## src/rtl/add16_seq_pkg.sv

```systemverilog
// ---------------------------------------------------------------------------
// add16_seq_pkg
// Shared definitions for the nibble-serial adder sequencer.
//   NIB_W              : width of one datapath slice (one adder_4bit cell)
//   ST_IDLE/RUN/DONE   : FSM state encoding
//   state_t            : enumerated FSM state type built on that encoding
// ---------------------------------------------------------------------------
package add16_seq_pkg;

  localparam int NIB_W = 4;

  localparam logic [1:0] ST_IDLE = 2'd0;
  localparam logic [1:0] ST_RUN  = 2'd1;
  localparam logic [1:0] ST_DONE = 2'd2;

  typedef enum logic [1:0] {
    IDLE = ST_IDLE,
    RUN  = ST_RUN,
    DONE = ST_DONE
  } state_t;

endpackage

```

## src/rtl/add16_seq_ctrl_if.sv

```systemverilog
// ---------------------------------------------------------------------------
// add16_seq_ctrl_if
// Operand/result handshake bundle for add16_seq_ctrl.
//   in_valid/in_ready   : operand handshake (a, b, c_in)
//   out_valid/out_ready : result handshake (sum, c_out, ovf)
//   busy                : sequencer is running or holding a result
// Modports:
//   master : the operand source / result consumer side
//   slave  : the sequencer side
// ---------------------------------------------------------------------------
interface add16_seq_ctrl_if #(
  parameter int WORDS = 4
);
  localparam int W = add16_seq_pkg::NIB_W * WORDS;

  logic         in_valid;
  logic         in_ready;
  logic [W-1:0] a;
  logic [W-1:0] b;
  logic         c_in;
  logic         out_valid;
  logic         out_ready;
  logic [W-1:0] sum;
  logic         c_out;
  logic         ovf;
  logic         busy;

  modport master (
    output in_valid, a, b, c_in, out_ready,
    input  in_ready, out_valid, sum, c_out, ovf, busy
  );

  modport slave (
    input  in_valid, a, b, c_in, out_ready,
    output in_ready, out_valid, sum, c_out, ovf, busy
  );

endinterface

```

## src/rtl/add16_seq_ctrl_adder.sv

```systemverilog
// ---------------------------------------------------------------------------
// adder_4bit
// Purely combinational 4-bit adder cell with carry in/out.
//   a, b : 4-bit addends
//   cin  : carry in
//   s    : 4-bit sum
//   cout : carry out
// ---------------------------------------------------------------------------
module adder_4bit (
  input  logic [3:0] a,
  input  logic [3:0] b,
  input  logic       cin,
  output logic [3:0] s,
  output logic       cout
);

  assign {cout, s} = {1'b0, a} + {1'b0, b} + {4'b0000, cin};

endmodule

```

## src/rtl/add16_seq_ctrl.sv

```systemverilog
// ---------------------------------------------------------------------------
// add16_seq_ctrl
// Nibble-serial adder: computes a + b + c_in over WORDS nibbles using one
// shared adder_4bit, LSB nibble first, one nibble per clock.
//   clk : rising-edge clock
//   rst : synchronous active-high reset
//   bus : add16_seq_ctrl_if slave (operand and result handshakes,
//         sum / c_out / ovf result, busy status)
// Parameter:
//   WORDS : nibbles per operand (2..8), operand width = 4*WORDS
// ---------------------------------------------------------------------------
module add16_seq_ctrl
  import add16_seq_pkg::*;
#(
  parameter int WORDS = 4
) (
  input  logic                   clk,
  input  logic                   rst,
  add16_seq_ctrl_if.slave        bus
);

  localparam int W   = NIB_W * WORDS;
  localparam int K_W = $clog2(WORDS);
  localparam logic [K_W-1:0] K_LAST = K_W'(WORDS - 1);

  state_t         state_reg, state_next;
  logic [W-1:0]   a_reg, a_next;
  logic [W-1:0]   b_reg, b_next;
  logic           carry_reg, carry_next;
  logic [K_W-1:0] k_reg, k_next;
  logic [W-1:0]   sum_reg, sum_next;
  logic           c_out_reg, c_out_next;
  logic           ovf_reg, ovf_next;

  // Nibble views of the latched operands, and the sum with the current
  // nibble replaced by the adder result.
  logic [NIB_W-1:0] a_nib [WORDS];
  logic [NIB_W-1:0] b_nib [WORDS];
  logic [W-1:0]     sum_upd;

  logic [NIB_W-1:0] add_s;
  logic             add_co;

  genvar gi;
  generate
    for (gi = 0; gi < WORDS; gi++) begin : g_nib
      assign a_nib[gi] = a_reg[gi*NIB_W +: NIB_W];
      assign b_nib[gi] = b_reg[gi*NIB_W +: NIB_W];
      assign sum_upd[gi*NIB_W +: NIB_W] =
        (k_reg == K_W'(gi)) ? add_s : sum_reg[gi*NIB_W +: NIB_W];
    end
  endgenerate

  // The single shared datapath cell, steered by the nibble index.
  adder_4bit u_adder (
    .a    (a_nib[k_reg]),
    .b    (b_nib[k_reg]),
    .cin  (carry_reg),
    .s    (add_s),
    .cout (add_co)
  );

  always_comb begin
    state_next = state_reg;
    a_next     = a_reg;
    b_next     = b_reg;
    carry_next = carry_reg;
    k_next     = k_reg;
    sum_next   = sum_reg;
    c_out_next = c_out_reg;
    ovf_next   = ovf_reg;

    unique case (state_reg)
      IDLE: begin
        if (bus.in_valid) begin
          a_next     = bus.a;
          b_next     = bus.b;
          carry_next = bus.c_in;
          k_next     = '0;
          state_next = RUN;
        end
      end
      RUN: begin
        sum_next   = sum_upd;
        carry_next = add_co;
        if (k_reg == K_LAST) begin
          // Final nibble: add_s[NIB_W-1] is the new sign bit of the sum.
          c_out_next = add_co;
          ovf_next   = (a_reg[W-1] == b_reg[W-1]) &&
                       (add_s[NIB_W-1] != a_reg[W-1]);
          state_next = DONE;
        end else begin
          k_next = k_reg + 1'b1;
        end
      end
      DONE: begin
        if (bus.out_ready) begin
          state_next = IDLE;
        end
      end
      default: state_next = IDLE;
    endcase
  end

  always_ff @(posedge clk) begin
    if (rst) begin
      // Latched operands are cleared too so an aborted job leaves no trace.
      state_reg <= IDLE;
      a_reg     <= '0;
      b_reg     <= '0;
      carry_reg <= 1'b0;
      k_reg     <= '0;
      sum_reg   <= '0;
      c_out_reg <= 1'b0;
      ovf_reg   <= 1'b0;
    end else begin
      state_reg <= state_next;
      a_reg     <= a_next;
      b_reg     <= b_next;
      carry_reg <= carry_next;
      k_reg     <= k_next;
      sum_reg   <= sum_next;
      c_out_reg <= c_out_next;
      ovf_reg   <= ovf_next;
    end
  end

  assign bus.in_ready  = (state_reg == IDLE);
  assign bus.out_valid = (state_reg == DONE);
  assign bus.busy      = (state_reg == RUN) || (state_reg == DONE);
  assign bus.sum       = sum_reg;
  assign bus.c_out     = c_out_reg;
  assign bus.ovf       = ovf_reg;

endmodule

```

## src/flat_wrapper.sv

```systemverilog
// flat-port wrapper written by rule: the top's interface ports become plain ports
module add16_seq_ctrl_flat import add16_seq_pkg::*;
#(
  parameter int WORDS = 4
)
  (clk, rst, bus_in_valid, bus_a, bus_b, bus_c_in, bus_out_ready, bus_in_ready, bus_out_valid, bus_sum, bus_c_out, bus_ovf, bus_busy);
  add16_seq_ctrl_if #(.WORDS(WORDS)) bus_i ();
  input  logic clk;
  input  logic rst;
  input wire logic [$bits(bus_i.in_valid)-1:0] bus_in_valid;
  input wire logic [$bits(bus_i.a)-1:0] bus_a;
  input wire logic [$bits(bus_i.b)-1:0] bus_b;
  input wire logic [$bits(bus_i.c_in)-1:0] bus_c_in;
  input wire logic [$bits(bus_i.out_ready)-1:0] bus_out_ready;
  output wire logic [$bits(bus_i.in_ready)-1:0] bus_in_ready;
  output wire logic [$bits(bus_i.out_valid)-1:0] bus_out_valid;
  output wire logic [$bits(bus_i.sum)-1:0] bus_sum;
  output wire logic [$bits(bus_i.c_out)-1:0] bus_c_out;
  output wire logic [$bits(bus_i.ovf)-1:0] bus_ovf;
  output wire logic [$bits(bus_i.busy)-1:0] bus_busy;
  assign bus_i.in_valid = bus_in_valid;
  assign bus_i.a = bus_a;
  assign bus_i.b = bus_b;
  assign bus_i.c_in = bus_c_in;
  assign bus_i.out_ready = bus_out_ready;
  assign bus_in_ready = bus_i.in_ready;
  assign bus_out_valid = bus_i.out_valid;
  assign bus_sum = bus_i.sum;
  assign bus_c_out = bus_i.c_out;
  assign bus_ovf = bus_i.ovf;
  assign bus_busy = bus_i.busy;
  add16_seq_ctrl #(.WORDS(WORDS)) u_core (.clk(clk), .rst(rst), .bus(bus_i));
endmodule
```

## config.mk

```make
export PLATFORM = sky130hd
export DESIGN_NAME = add16_seq_ctrl_flat
export DESIGN_NICKNAME = d
export VERILOG_FILES = /design/src/rtl/add16_seq_pkg.sv /design/src/rtl/add16_seq_ctrl_if.sv /design/src/rtl/add16_seq_ctrl_adder.sv /design/src/rtl/add16_seq_ctrl.sv /design/src/flat_wrapper.sv
export SDC_FILE = /design/constraint.sdc
export NUM_CORES = 1
export LEC_CHECK = 0
export BUFFER_PORTS_ARGS = -buffer_cell sky130_fd_sc_hd__buf_2
export CORE_ASPECT_RATIO = 0.5
export CORE_MARGIN = 2
export CORE_UTILIZATION = 53
export DETAILED_ROUTE_END_ITERATION = 8
export GPL_TIMING_DRIVEN = 0
export PLACE_DENSITY = 0.83
export RECOVER_POWER = 100
export SETUP_SLACK_MARGIN = 0.15
export SLEW_MARGIN = 20
export SYNTH_ARGS = -nofsm -noshare
export SYNTH_HDL_FRONTEND = slang
export SYNTH_SLANG_ARGS = --single-unit
```

## constraint.sdc

```tcl
create_clock -name clk -period 2.95 [get_ports clk]
set_input_delay 0.1475 -clock clk [delete_from_list [all_inputs] [get_ports clk]]
set_output_delay 0.1475 -clock clk [all_outputs]
set_load 0.02 [all_outputs]
```

==> impl_metrics.tcl, run 1 <==
set metrics [dict create \
    fp.coreArea_um2 4490 \
    drt-pass1-iter-count 4 \
    drive_gt1_share_pct 16.8 \
    root_buffer "clkbuf_8" \
    antenna_found_initial 0 \
    die_area_um2 5340 \
    clkTransAtPathRegs_ns 0.10 \
    finalNetCount 405 \
    path_common_cell "fa_1" \
    cp_max_fo 10 \
    netlist_area_um2 2510 \
    std_cell_rows 17 \
    synth_area_leaders "dfxtp_1, nand2_1, a21oi_1, mux4_2, ha_1" \
    finalMaxSlewViolations 0 \
    cp_data_required_time_ns 3.14 \
    syn_inst 293 \
    fillers 406 \
    cts_buffers 5 \
    tns_ns 0 \
    cts_hold_buf 0 \
    dr_total_vias 2268 \
    cts_sinks 55 \
    cpPeakStageDelay_ns 0.58 \
    dp_cells 415 \
    final_area_um2 2920 \
    grt_use_total_pct 24.4 \
    post_cts_buffers 0 \
    rsz0062_at_grt "true" \
    cp.arrival_ns 2.90 \
    ant_nets 0 \
    hold_class "in -> reg" \
    min_period_ns 2.70 \
    place_congestion 0.844 \
    fin_crit_sh_pct 91.7 \
    async_reset_ff_share_pct 0 \
    cp_cell_sequence "buf_4 -> mux4_2 -> fa_1 -> inv_1 -> fa_1 -> nor2b_1 -> o21a_1 -> o311ai_0 -> o21ai_0" \
    boundaryPins 58 \
    htreeDepth 2 \
    ys.flop_type "dfxtp_1" \
    finClkSkew_ns 0.00637 \
    cts_tree "yes" \
    synth_area_leader_cell "dfxtp_1" \
    worst_path_max_delay_cell "mux4_2" \
    cts_resized 0 \
    wl_per_cell_um 13.6 \
    p_per_area_nw_per_um2 562 \
    die_w_um 101 \
    leakagePower_uw 0.00115 \
    synth.net_count 342 \
    vias_per_cell 5.36 \
    cp-start-kind "flip-flop" \
    hold_violations 0 \
    setup_viol 0 \
    place_area_um2 2880 \
    first_global_vias 2198 \
    n_antenna_cell 0 \
    die_h_um 52.7 \
    status "finished clean" \
    grt_max_degree 18 \
    worstMarginPinSlew_ns 0.569 \
    endpoint_kind "flip-flop" \
    areaGrowthSynthToFinish_pct 16.2 \
    drt_iter0_drc 114 \
    ys_seq_area_share_pct 43.8 \
    yosysUniqueCellTypes 38 \
    clk_latency_ns 0.32 \
    grt_pass1_wl_um 9800 \
    syn_area_per_cell_um2 8.57 \
    port-buffer-count 56 \
    start_util_pct 56.0 \
    cap_violations 0 \
    ys_warn_count 0 \
    totalWireLength_um 5750 \
    clockBufferDepth 2 \
    grt-ovfl-total 0 \
    path_class "reg -> reg" \
    fmax_mhz 370 \
    dp_hpwl_um 4270 \
    synth_top_area_share_pct 43.8 \
    ys_seq_elements 55 \
    fin_cells 423 \
    irDropWorstVdd_mv 0.272 \
    relSlewSlack_pct 62.1 \
    synth-edff-count 0 \
    drcViolationCount 0 \
]
==> critical path, delay by kind of cell (launching register included) <==
family | cells | cell delay [ns]
compound gates | 3 | 0.61
fa+ha+maj | 2 | 0.62
buf+inv | 2 | 0.33
flops | 1 | 0.38
mux | 1 | 0.58
simple gates | 1 | 0.06
==> per-layer routing <==
| layer | track usage, % | vias up | part of all wire [%] |
|---|---|---|---|
| met5 | 0 | - | 0 |
| met4 | 10.4 | 0 | 1.6 |
| met3 | 5.07 | 11 | 7.8 |
| met2 | 42.5 | 79 | 47 |
| li1 | - | 1117 | - |
| met1 | 29.7 | 1061 | 43 |
==> per-stage QoR <==
step	worst slack, ns	utilization, %	hold WS [ns]	power [uW]
after floorplan	0.580	-	0.283	1130
after global placement	0.401	64.1	0.389	1220
after detailed placement	0.308	64.1	0.397	1240
after CTS	0.292	66.0	0.0483	1660
after global routing	0.0837	65.1	0.0566	1730
final	0.246	65.1	0.0532	1640
==> report_power, final <==
part	switching (uW)	internal (uW)	leakage, uW
Combinational	241	147	0.000655
Clock	254	168	0.0000483
Sequential	31.8	799	0.000449
==> final cells by class <==
type,count,area [um^2],area share [%]
inverters,10,37.5,1.29
multi-input cells,210,1280,43.8
well taps,66,82.6,2.83
flip-flops and latches,55,1100,37.7
repair buffers,56,254,8.70
clock buffers,5,68.8,2.36
plain buffers,18,77.6,2.66
clock inverters,3,18.8,0.643
==> path summary, 6_finish.rpt <==
check                                                   start  slack (ns)  depth (start not counted)                             to
worst min-delay path                                 bus_b[3]        0.05                          3   u_core.b_reg[3]$_SDFFE_PP0P_
worst max register to register   u_core.k_reg[0]$_SDFFE_PP0P_        0.25                          9  u_core.carry_reg$_SDFFE_PP0P_
worst max-delay path             u_core.k_reg[0]$_SDFFE_PP0P_        0.25                          9  u_core.carry_reg$_SDFFE_PP0P_
worst min register to register  u_core.b_reg[14]$_SDFFE_PP0P_        0.46                          2  u_core.b_reg[14]$_SDFFE_PP0P_
==> logic make-up (layout without fill, tap and decap cells) <==
family,count (synthesis),in the layout,share of synthesized area (%)
flip-flops,55,55,43.8
multiplexers,12,12,8.81
AO/OA/AOI/OAI,62,62,14.3
AND/OR/NAND/NOR,122,122,21.0
adder cells (fa/ha/maj),12,12,6.57
XOR/XNOR,2,2,0.697
buffers and inverters,28,92,4.78
==> synthesized netlist by cell type, drive strengths merged, types with 2 or more instances <==
cell    count
a21oi      45
dfxtp      55
nand3b      4
nor2       20
o31ai       4
fa          2
nor3b       2
and2        2
mux2i       3
inv        10
nor2b       3
o21ai       3
nand2b      3
nand3       7
clkbuf      7
mux4        8
a31oi       2
ha         10
buf        11
nor3        2
nand2      76
==> placed cells by master (no fill, tap or decap), types with 2 or more instances in the layout <==
cell type	count
nand3_1	7
nand2b_1	3
mux2i_1	3
nor3b_1	2
buf_2	40
nand2_1	76
clkinv_2	2
clkbuf_8	5
fa_1	2
a21oi_1	45
nor3_1	2
nor2_1	20
clkbuf_1	32
nor2b_1	3
nand3b_1	4
inv_1	10
mux4_2	8
dfxtp_1	55
a31oi_1	2
ha_1	10
o21ai_0	3
o31ai_1	4
(Power assumes the default switching activity.)
==> run 2: changes to the inputs <==
--- a/config.mk
+++ b/config.mk
@@ -17,4 +17,5 @@
 export SLEW_MARGIN = 20
 export SYNTH_ARGS = -nofsm -noshare
 export SYNTH_HDL_FRONTEND = slang
+export SYNTH_HIERARCHICAL = 1
 export SYNTH_SLANG_ARGS = --single-unit
==> constraint.sdc (replaced) <==
create_clock -name clk -period 2.95 [get_ports clk]
set_input_delay 0.59 -clock clk [delete_from_list [all_inputs] [get_ports clk]]
set_output_delay 0.59 -clock clk [all_outputs]
set_load 0.02 [all_outputs]
==> impl_metrics.tcl, run 2 <==
set metrics [dict create \
    pwr-share-clk_pct 19.5 \
    ys_warn_count 6 \
    synth_area_leaders "dfxtp_1, nand2_1, a21oi_1, mux4_2, ha_1" \
    cp_max_fo 5 \
    cap_violations 0 \
    die_w_um 101 \
    worstReg2RegEnd "u_core/bus.ovf$_SDFFE_PP0P_" \
    irDropWorstVdd_mv 0.302 \
    worstMarginPinSlew_ns 0.544 \
    p_comb_share_pct 38.1 \
    p_per_area_nw_per_um2 736 \
    setup_viol 0 \
    crit_start "u_core/k_reg[0]$_SDFFE_PP0P_" \
    cts_sinks 55 \
    place_congestion 0.818 \
    yosysMostFrequentCell "nand2_1" \
    clk_latency_ns 0.31 \
    cpPeakStageDelay_ns 0.53 \
    fmax_mhz 361 \
    n_antenna_cell 0 \
    fp.coreArea_um2 4470 \
    worst_path_max_delay_cell "mux4_2" \
    wl_per_cell_um 13.6 \
    hold_violations 0 \
    drcViolationCount 0 \
    drt-pass1-iter-count 4 \
    status "finished clean" \
    swShare_pct 37.1 \
    start_util_pct 56.2 \
    async_reset_ff_share_pct 0 \
    cts_tree "yes" \
    htreeDepth 2 \
    finalMaxSlewViolations 0 \
    relSlewSlack_pct 63.7 \
    ys_seq_elements 55 \
    cp-start-kind "flip-flop" \
    dr_total_vias 2220 \
    min_period_ns 2.77 \
    boundaryPins 58 \
    areaGrowthSynthToFinish_pct 17.4 \
    totalWireLength_um 5670 \
    hold_class "reg -> reg" \
    cts_buffers 5 \
    path_class "reg -> reg" \
    die_area_um2 5340 \
    cp_cell_sequence "buf_6 -> mux4_2 -> fa_1 -> a21o_1 -> a21oi_2 -> xnor2_2 -> or3b_1 -> a311oi_1" \
    syn_inst 293 \
    syn_area_per_cell_um2 8.57 \
    power_uw 2170 \
    drt_iter0_drc 94 \
    final_common_cell "nand2_1" \
    p_seq_share_pct 42.4 \
    finalNetCount 411 \
    ys.flop_type "dfxtp_1" \
    grt-ovfl-total 0 \
    p_switching_uw 805 \
    synth_top_area_share_pct 43.9 \
    cp_data_required_time_ns 3.16 \
    antenna_found_initial 0 \
    port-buffer-count 56 \
    grt_max_degree 16 \
    synth_area_leader_cell "dfxtp_1" \
    drive_gt1_share_pct 18.6 \
    r2r_slack_ns 0.18 \
    finClkSkew_ns 0.0105 \
    endpoint_kind "flip-flop" \
    root_buffer "clkbuf_8" \
    critPathCapture "u_core/bus.ovf$_SDFFE_PP0P_" \
    whs_ns 0.459 \
    p_int_uw 1370 \
    ant_nets 0 \
    fin_crit_sh_pct 93.9 \
    synth-edff-count 0 \
    yosys-top-cells-count "nand2_1, dfxtp_1, a21oi_1" \
    rsz0062_at_grt "false" \
    synth.net_count 344 \
    netlist_area_um2 2510 \
    reg2regPathDepth 8 \
    most-common-layout-cells "nand2_1, dfxtp_1, a21oi_1, buf_2, clkbuf_1" \
    tns_ns 0 \
    first_global_vias 2069 \
    grt_pass1_wl_um 9330 \
    clockBufferDepth 2 \
    r2r-start "u_core/k_reg[0]$_SDFFE_PP0P_" \
    yosysUniqueCellTypes 34 \
    cp.arrival_ns 2.98 \
    clkTransAtPathRegs_ns 0.09 \
    die_h_um 52.7 \
    std_cell_rows 17 \
    leakagePower_uw 0.00118 \
    ys_seq_area_share_pct 43.9 \
    dp_hpwl_um 4220 \
    fillers 389 \
    grt_use_total_pct 23.0 \
    vias_per_cell 5.32 \
]
run 2: worst min path at each step:
stage,from,end,slack (ns),cells after the start
after global routing,u_core/b_reg[1]$_SDFFE_PP0P_,u_core/b_reg[1]$_SDFFE_PP0P_,0.48,2
final,u_core/bus.sum[8]$_SDFFE_PP0P_,u_core/bus.sum[8]$_SDFFE_PP0P_,0.46,2
after CTS,u_core/bus.sum[10]$_SDFFE_PP0P_,u_core/bus.sum[10]$_SDFFE_PP0P_,0.46,2
after floorplan,u_core/a_reg[10]$_SDFFE_PP0P_,u_core/a_reg[10]$_SDFFE_PP0P_,0.43,2
after global placement,u_core/b_reg[6]$_SDFFE_PP0P_,u_core/b_reg[6]$_SDFFE_PP0P_,0.44,2
after detailed placement,u_core/b_reg[9]$_SDFFE_PP0P_,u_core/b_reg[9]$_SDFFE_PP0P_,0.45,2
run 2: stage by stage:
stage | setup WS (ns) | utilization, % | std cells | instance area, um^2
2_1_floorplan | 0.238 | - | 293 | 2510
3_3_place_gp | 0.00439 | 64.1 | 406 | 2860
3_5_place_dp | -0.0816 | 64.1 | 406 | 2860
4_1_cts | 0.201 | 67.0 | 417 | 2990
5_1_grt | 0.0974 | 66.0 | 417 | 2950
6_report | 0.180 | 66.0 | 417 | 2950
run 2: routing by layer:
layer / GRT usage [%] / share of wire [%] / vias up
met5: 0 / 0 / -
li1: - / - / 1105
met4: 5.41 / 1.0 / 0
met1: 28.6 / 47 / 1058
met2: 41.3 / 48 / 50
met3: 4.93 / 3.6 / 7
run 2: power by group through the flow:
stage               clock, uW  combinational, uW  sequential, uW
finish                    423                828             920
global route              462                913             932
CTS                       427                847             916
detailed placement          0                807             931
global placement            0                773             923
floorplan                   0                594             931
run 2: cell families (layout without fill, tap and decap cells):
logic type               after synthesis  in the layout  synth area share [%]
AO/OA/AOI/OAI                         56             56                  11.9
XOR/XNOR                               2              2                 0.698
adder cells (fa/ha/maj)               14             14                  7.58
buffers and inverters                 27             94                  5.73
flip-flops                            55             55                  43.9
multiplexers                          12             12                  8.82
AND/OR/NAND/NOR                      127            127                  21.4
run 2: worst max-delay path: cells and delay by family (launching register included):
family / cells / cell delay [ns]
compound gates: 3 / 0.66
mux: 1 / 0.53
fa+ha+maj: 1 / 0.48
flops: 1 / 0.38
simple gates: 1 / 0.35
xor+xnor: 1 / 0.14
buf+inv: 1 / 0.13
run 2: layout make-up:
| type | count | area, um^2 | area share (%) |
|---|---|---|---|
| Buffer | 18 | 98.8 | 3.35 |
| Clock buffer | 6 | 82.6 | 2.80 |
| Clock inverter | 1 | 5.00 | 0.170 |
| Inverter | 9 | 33.8 | 1.15 |
| Multi-Input combinational cell | 211 | 1270 | 43.0 |
| Sequential cell | 55 | 1100 | 37.5 |
| Tap cell | 57 | 71.3 | 2.42 |
| Timing Repair Buffer | 60 | 284 | 9.63 |
run 2: repair_timing:
action,CTS,global route
hold buffers,0,0
resized for setup,3,5
endpoints found under the setup margin,1,1
buffers inserted,4,0
endpoints found under the hold margin,0,0
pin swaps,1,0
